===== config.mk =====
export PLATFORM = sky130hd
export DESIGN_NAME = gait_sequencer
export DESIGN_NICKNAME = d
export VERILOG_FILES = /design/src/rtl/gait_pkg.sv /design/src/rtl/gait_sequencer_step_prescaler.sv /design/src/rtl/gait_sequencer.sv
export SDC_FILE = /design/constraint.sdc
export NUM_CORES = 1
export LEC_CHECK = 0
export ABC_AREA = 1
export CORE_ASPECT_RATIO = 0.6
export CORE_MARGIN = 10
export CORE_UTILIZATION = 50
export DETAILED_ROUTE_END_ITERATION = 6
export GPL_ROUTABILITY_DRIVEN = 0
export PLACE_DENSITY = 0.68
export REMOVE_ABC_BUFFERS = 1
export SLEW_MARGIN = 20
export SYNTH_ARGS = -nofsm -noshare
export SYNTH_HDL_FRONTEND = slang
export SYNTH_HIERARCHICAL = 1
export SYNTH_SLANG_ARGS = --single-unit

===== constraint.sdc =====
create_clock -name clk -period 2.73 [get_ports clk]
set_clock_uncertainty 0.15 [all_clocks]
set_input_delay 0.546 -clock clk [delete_from_list [all_inputs] [get_ports clk]]
set_output_delay 0.546 -clock clk [all_outputs]
set_load 0.02 [all_outputs]

===== src/rtl/gait_pkg.sv =====
`default_nettype none
// ============================================================================
//  Module   : gait_pkg
//  Brief    : Shared state encoding, gait codes and defaults for the gait
//             sequencer block.
//  Revision : 1.0  initial release
// ============================================================================
package gait_pkg;

    typedef enum logic [2:0] {
        ST_IDLE     = 3'd0,
        ST_HOMING   = 3'd1,
        ST_STAND    = 3'd2,
        ST_RUN      = 3'd3,
        ST_STOPPING = 3'd4
    } gait_state_t;

    localparam logic [2:0] c_gait_stop  = 3'd0;
    localparam logic [2:0] c_gait_fwd   = 3'd1;
    localparam logic [2:0] c_gait_back  = 3'd2;
    localparam logic [2:0] c_gait_left  = 3'd3;
    localparam logic [2:0] c_gait_right = 3'd4;

    localparam int c_default_steps = 64;

    // Codes 5..7 are not gaits and behave like STOP.
    function automatic logic is_motion_gait(input logic [2:0] code);
        return (code >= c_gait_fwd) && (code <= c_gait_right);
    endfunction

endpackage
`default_nettype wire


===== src/rtl/gait_sequencer_step_prescaler.sv =====
`default_nettype none
// ============================================================================
//  Module   : step_prescaler
//  Brief    : Divides clk down to the step rate; period is TICK_DIV >> rate,
//             with rate sampled only when the period restarts.
//  Revision : 1.0  initial release
// ============================================================================
module step_prescaler #(
    parameter int TICK_DIV = 300000
) (
    input  logic       clk,
    input  logic       rst_n,
    input  logic       clear,
    input  logic [1:0] rate,
    output logic       tick
);

    localparam int CW = (TICK_DIV > 1) ? $clog2(TICK_DIV) : 1;

    logic [CW-1:0] r_count;
    logic [CW-1:0] r_limit;
    logic [CW-1:0] w_reload;

    assign w_reload = CW'((TICK_DIV >> rate) - 1);
    assign tick     = !clear && (r_count == r_limit);

    // The limit is latched on reload so a rate change only affects the next period.
    always_ff @(posedge clk or negedge rst_n) begin
        if (!rst_n) begin
            r_count <= '0;
            r_limit <= CW'(TICK_DIV - 1);
        end else if (clear || tick) begin
            r_count <= '0;
            r_limit <= w_reload;
        end else begin
            r_count <= r_count + CW'(1);
        end
    end

endmodule
`default_nettype wire


===== src/rtl/gait_sequencer.sv =====
`default_nettype none
// ============================================================================
//  Module   : gait_sequencer
//  Brief    : Walk sequencer: homing hold, stand, gait ROM address stepping
//             with cycle-boundary gait changes and emergency halt.
//  Revision : 1.0  initial release
// ============================================================================
module gait_sequencer
    import gait_pkg::*;
#(
    parameter int TICK_DIV    = 300000,
    parameter int STEPS       = c_default_steps,
    parameter int HOME_CYCLES = 84000000
) (
    input  logic       clk,
    input  logic       rst_n,
    input  logic       start,
    input  logic       halt,
    input  logic       cmd_valid,
    input  logic [2:0] cmd_gait,
    input  logic [1:0] rate,
    output logic       cmd_ready,
    output logic [7:0] step_addr,
    output logic [2:0] gait_sel,
    output logic       servo_en,
    output logic       step_tick,
    output logic       cycle_done,
    output logic       busy
);

    localparam int             HW          = $clog2(HOME_CYCLES + 1);
    localparam logic [HW-1:0]  c_home_last = HW'(HOME_CYCLES - 1);
    localparam logic [7:0]     c_addr_last = 8'(STEPS - 1);

    gait_state_t   r_state,      w_state_nxt;
    logic [HW-1:0] r_home_cnt,   w_home_nxt;
    logic [7:0]    r_step_addr,  w_addr_nxt;
    logic [2:0]    r_gait_sel,   w_gait_nxt;
    logic          r_pend_valid, w_pend_valid_nxt;
    logic [2:0]    r_pend_gait,  w_pend_gait_nxt;
    logic          r_step_tick,  w_tick_nxt;
    logic          r_cycle_done, w_done_nxt;
    logic          r_start_d;

    logic w_start_rise;
    logic w_xfer;
    logic w_consume;
    logic w_pre_clear;
    logic w_pre_tick;
    logic w_addr_last;

    step_prescaler #(
        .TICK_DIV (TICK_DIV)
    ) u_prescaler (
        .clk   (clk),
        .rst_n (rst_n),
        .clear (w_pre_clear),
        .rate  (rate),
        .tick  (w_pre_tick)
    );

    assign w_start_rise = start && !r_start_d;
    assign w_xfer       = cmd_valid && !r_pend_valid && !halt;
    assign w_addr_last  = (r_step_addr == c_addr_last);

    always_comb begin
        w_state_nxt      = r_state;
        w_home_nxt       = r_home_cnt;
        w_addr_nxt       = r_step_addr;
        w_gait_nxt       = r_gait_sel;
        w_pend_valid_nxt = r_pend_valid;
        w_pend_gait_nxt  = r_pend_gait;
        w_tick_nxt       = 1'b0;
        w_done_nxt       = 1'b0;
        w_consume        = 1'b0;
        w_pre_clear      = 1'b1;

        if (w_xfer) begin
            w_pend_valid_nxt = 1'b1;
            w_pend_gait_nxt  = cmd_gait;
        end

        case (r_state)
            ST_IDLE: begin
                w_addr_nxt = '0;
                w_gait_nxt = c_gait_stop;
                if (w_start_rise) begin
                    w_state_nxt = ST_HOMING;
                    w_home_nxt  = '0;
                end
            end
            ST_HOMING: begin
                if (r_home_cnt == c_home_last) begin
                    w_state_nxt = ST_STAND;
                end else begin
                    w_home_nxt = r_home_cnt + HW'(1);
                end
            end
            ST_STAND: begin
                w_addr_nxt = '0;
                if (r_pend_valid) begin
                    w_consume = 1'b1;
                    if (is_motion_gait(r_pend_gait)) begin
                        w_state_nxt = ST_RUN;
                        w_gait_nxt  = r_pend_gait;
                    end
                end
            end
            ST_RUN, ST_STOPPING: begin
                w_pre_clear = 1'b0;
                if (w_pre_tick) begin
                    w_tick_nxt = 1'b1;
                    w_done_nxt = w_addr_last;
                    w_addr_nxt = w_addr_last ? 8'd0 : r_step_addr + 8'd1;
                end
                if (r_state == ST_RUN) begin
                    if (w_pre_tick && w_addr_last) begin
                        // Cycle boundary: the only point where the gait may change.
                        if (r_pend_valid) begin
                            w_consume = 1'b1;
                            if (is_motion_gait(r_pend_gait)) begin
                                w_gait_nxt = r_pend_gait;
                            end else begin
                                w_state_nxt = ST_STAND;
                                w_gait_nxt  = c_gait_stop;
                            end
                        end
                    end else if (r_pend_valid && !is_motion_gait(r_pend_gait)) begin
                        // A stop mid-cycle finishes the cycle first so the legs end at home pose.
                        w_consume   = 1'b1;
                        w_state_nxt = ((r_step_addr == 8'd0) && !w_pre_tick) ? ST_STAND : ST_STOPPING;
                    end
                end else if (w_pre_tick && w_addr_last) begin
                    w_state_nxt = ST_STAND;
                    w_gait_nxt  = c_gait_stop;
                end
            end
            default: begin
                w_state_nxt = ST_IDLE;
            end
        endcase

        if (w_consume) begin
            w_pend_valid_nxt = 1'b0;
        end

        if (halt) begin
            w_state_nxt      = ST_IDLE;
            w_home_nxt       = '0;
            w_addr_nxt       = '0;
            w_gait_nxt       = c_gait_stop;
            w_pend_valid_nxt = 1'b0;
            w_tick_nxt       = 1'b0;
            w_done_nxt       = 1'b0;
            w_pre_clear      = 1'b1;
        end
    end

    // Edge detector resets high so a start level held through reset is not an edge.
    always_ff @(posedge clk or negedge rst_n) begin
        if (!rst_n) begin
            r_state      <= ST_IDLE;
            r_home_cnt   <= '0;
            r_step_addr  <= '0;
            r_gait_sel   <= c_gait_stop;
            r_pend_valid <= 1'b0;
            r_pend_gait  <= c_gait_stop;
            r_step_tick  <= 1'b0;
            r_cycle_done <= 1'b0;
            r_start_d    <= 1'b1;
        end else begin
            r_state      <= w_state_nxt;
            r_home_cnt   <= w_home_nxt;
            r_step_addr  <= w_addr_nxt;
            r_gait_sel   <= w_gait_nxt;
            r_pend_valid <= w_pend_valid_nxt;
            r_pend_gait  <= w_pend_gait_nxt;
            r_step_tick  <= w_tick_nxt;
            r_cycle_done <= w_done_nxt;
            r_start_d    <= start;
        end
    end

    assign cmd_ready  = !r_pend_valid;
    assign step_addr  = r_step_addr;
    assign gait_sel   = r_gait_sel;
    assign servo_en   = (r_state == ST_STAND) || (r_state == ST_RUN) || (r_state == ST_STOPPING);
    assign step_tick  = r_step_tick;
    assign cycle_done = r_cycle_done;
    assign busy       = (r_state != ST_IDLE);

endmodule
`default_nettype wire


==> results.ini, run 1 <==
[cells_and_area]
final_core_util=0.6013
drive_gt1_frac=0.1000
synthToLayoutAreaGrowth_pct=15.10
n_antenna_cell=0
fill_cells=889
fin_cells=860
nets=746

[routing]
drt_iter0_markers=452
drt-wirelength-per-cell_um=13.92
vias=4528
drc=0
viasPerCell=5.265
first_pass_iters=5
routed_wl_mm=11.98
final_antenna_net_count=0

[logic_synthesis]
synth-edff-count=0
synth_ff_type=dfrtp_1
seq_area_frac_synth=0.3922
synth_async_sr_flop_share=1.000
synth_largest_area_cell=dfrtp_1
yosys_warnings=6
synthDistinctLibCells=42
ys_seq_elements=76
synth.avg_cell_area_um2=7.009
netlist_instances=695
syn-cell-area_um2=4871
yosysTopAreaCellShare=0.3545
synth_area_leaders=dfrtp_1 (35%), nand2_1 (16%), nor2_1 (7.9%), inv_1 (6.3%), nand3_1 (4.6%)

[global_route]
grtUsageTotal=0.1779
grt_max_degree=42
grt_pass1_vias=4170
antenna_found_initial=0
grt_pass1_wl_mm=20.57
overflow=0

[critical_path]
max_stage_delay_ps=540
cp-start-kind=flip-flop
worst_ep_required_time_ps=2030
setup.worst_path.end=busy
crit_path_start=r_state[0]$_DFFE_PN0P_
cp_max_fo=6
cp-end-kind=primary output
critPathKind=flip-flop to primary output
worstReg2RegStart=u_prescaler/r_count[0]$_DFF_PN0_
rrSetupSlack_ps=360
critPathBufInv=3
path_delay_family=buffers and inverters
r2r-end=gait_sel[2]$_DFFE_PN0P_
worstRegToRegCells=11
arrival_ps=1830
path_cells=inv_2, nand2_1, nor2_2, inv_1, clkdlybuf4s50_1
crit_slowest_cell=clkdlybuf4s50_1
critical_path_depth=5

[timing]
finalCriticalPeriod_ps=2522
worst_slew_pin_slew_ps=481.9
hold_viol=0
finalSetupViolCount=0
max_slew_margin=0.6787
holdWs_ps=10.83
postLayoutSetupSlackWorst_ps=207.6
rsz0062_at_grt=no
post-route-period-util=0.9240
fmax_mhz=396.4
finalSetupTns_ps=0
slew_violations=0

[power_and_ir_drop]
p_leak_nw=2.552
power.density_nw_per_um2=603.6
irDropWorstVdd_v=0.0003475

[die]
start_util=0.5224
dieWidth_um=147.4
core_um2=9324
dieHeight_um=96.46
dieArea_um2=14220
ioPinCount=26
rows=27

[cts]
post_cts.repair.setup_buffers=0
cts-buffers-inserted=9
clockBufferDepth=2
clock_latency_ps=340
clkTransAtPathRegs_ps=60
numClockSinks=76
post_cts_resized=0
root_buffer=clkbuf_16
cts_tree=done
ctsHoldBuffers=0
htreeDepth=3

[flow_run]
drv_cap=0

[place]
dp_hpwl_mm=9.057
io_buffers=25
place_ws_ps=99.68
dp.cells=844

[hold_path]
worstHoldPathType=input port to asynchronous set/reset pin

[status]
status=finished clean

==> power breakdown <==
part	internal [mW]	leakage [nW]	switching (mW)	total, mW
combinational	0.221	1.37	0.558	0.780
sequential	1.19	1.02	0.0725	1.27
clock	0.872	0.169	0.466	1.34
==> worst min-delay path by stage <==
| stage | start | cells past startpoint | slack [ps] | endpoint |
|---|---|---|---|---|
| 2_1_floorplan | rst_n | 0 | 100 | cycle_done$_DFF_PN0_ |
| 3_3_place_gp | u_prescaler/r_limit[8]$_DFFE_PN1P_ | 2 | 340 | u_prescaler/r_limit[8]$_DFFE_PN1P_ |
| 3_5_place_dp | u_prescaler/r_limit[8]$_DFFE_PN1P_ | 2 | 340 | u_prescaler/r_limit[8]$_DFFE_PN1P_ |
| 4_1_cts | rst_n | 1 | 30 | step_addr[3]$_DFFE_PN0P_ |
| 5_1_grt | rst_n | 1 | 40 | step_addr[3]$_DFFE_PN0P_ |
| 6_report | rst_n | 1 | 10 | step_addr[3]$_DFFE_PN0P_ |
==> layout by cell type, fill, tap and decap left out, types with 6 or more instances in the layout <==
cell type        netlist  routed
o21ai_1               12      12
dfstp_2                7       7
nor3_1                19      19
a21oi_1                8       8
nand2_1              212     212
xor2_1                16      16
nand4_1               27      27
ha_1                  11      11
dfrtp_1               69      69
inv_2                  6       6
o21ai_0               18      18
o21ai_2                8       8
clkdlybuf4s50_1        0      23
clkbuf_16              0       9
inv_1                 82      82
nor2_1               102     100
nand3_1               45      44
nor2_2                 4       6
buf_4                  2       8
==> cell usage after synthesis, types with 2 or more instances <==
cell type,n
or2_2,4
nand4_1,27
buf_6,3
buf_4,2
dfrtp_1,69
o21ai_2,8
buf_2,2
o21ai_0,18
clkbuf_1,5
ha_1,11
o21ai_1,12
nor3_1,19
inv_2,6
a21oi_1,8
nor2_1,102
o21bai_1,3
nand2_4,3
nand2_2,3
dfstp_2,7
xor2_1,16
nand3_1,45
nand3_2,3
nor2_2,4
nor2_4,2
nand2_1,212
inv_1,82
xnor2_1,4
==> flip-flops by register name (all words and copies together), names as in the netlist, 3 cells and up <==
name	count
u_prescaler/r_count	19
u_prescaler/r_limit	9
r_home_cnt	27
step_addr	8
r_pend_gait	3
r_state	3
gait_sel	3
==> layout make-up <==
| type | count | area [um2] | area share |
|---|---|---|---|
| inverter | 90 | 342.8 | 0.06115 |
| clock inverter | 4 | 70.07 | 0.01250 |
| tap | 130 | 162.7 | 0.02901 |
| timing repair buffer | 33 | 322.8 | 0.05758 |
| multi-input combinational | 515 | 2531 | 0.4515 |
| sequential | 76 | 1911 | 0.3408 |
| clock buffer | 12 | 266.5 | 0.04753 |
==> through the flow <==
step / power [mW] / cell area (um2)
4_1_cts: 3.404 / 5594
2_1_floorplan: 1.760 / 4775
5_1_grt: 3.563 / 5607
6_report: 3.384 / 5607
3_5_place_dp: 2.049 / 5258
3_3_place_gp: 2.036 / 5258
==> cells by family (layout without fill, tap and decap cells) <==
family / count (synthesis) / count (layout) / synth area share
AND/OR/NAND/NOR: 428 / 428 / 0.3835
buffers and inverters: 104 / 139 / 0.09016
flip-flops: 76 / 76 / 0.3922
AO/OA/AOI/OAI: 56 / 56 / 0.06987
XOR/XNOR: 20 / 20 / 0.03596
adder cells (fa/ha/maj): 11 / 11 / 0.02826
==> layer usage <==
layer	wire length, um	vias up	GRT usage
met5	0	-	0
met4	125	0	0.04516
met3	1130	17	0.06079
met2	4565	162	0.2377
met1	6154	2097	0.2647
li1	-	2252	-
Note: power is estimated with default switching activity, not from simulation.
==> run 2: changes to the inputs <==
Settings changed: SKIP_LAST_GASP set to 1.
==> results of run 2 <==
Same layout as run 1: the final DEF is identical, and so are final timing and power.
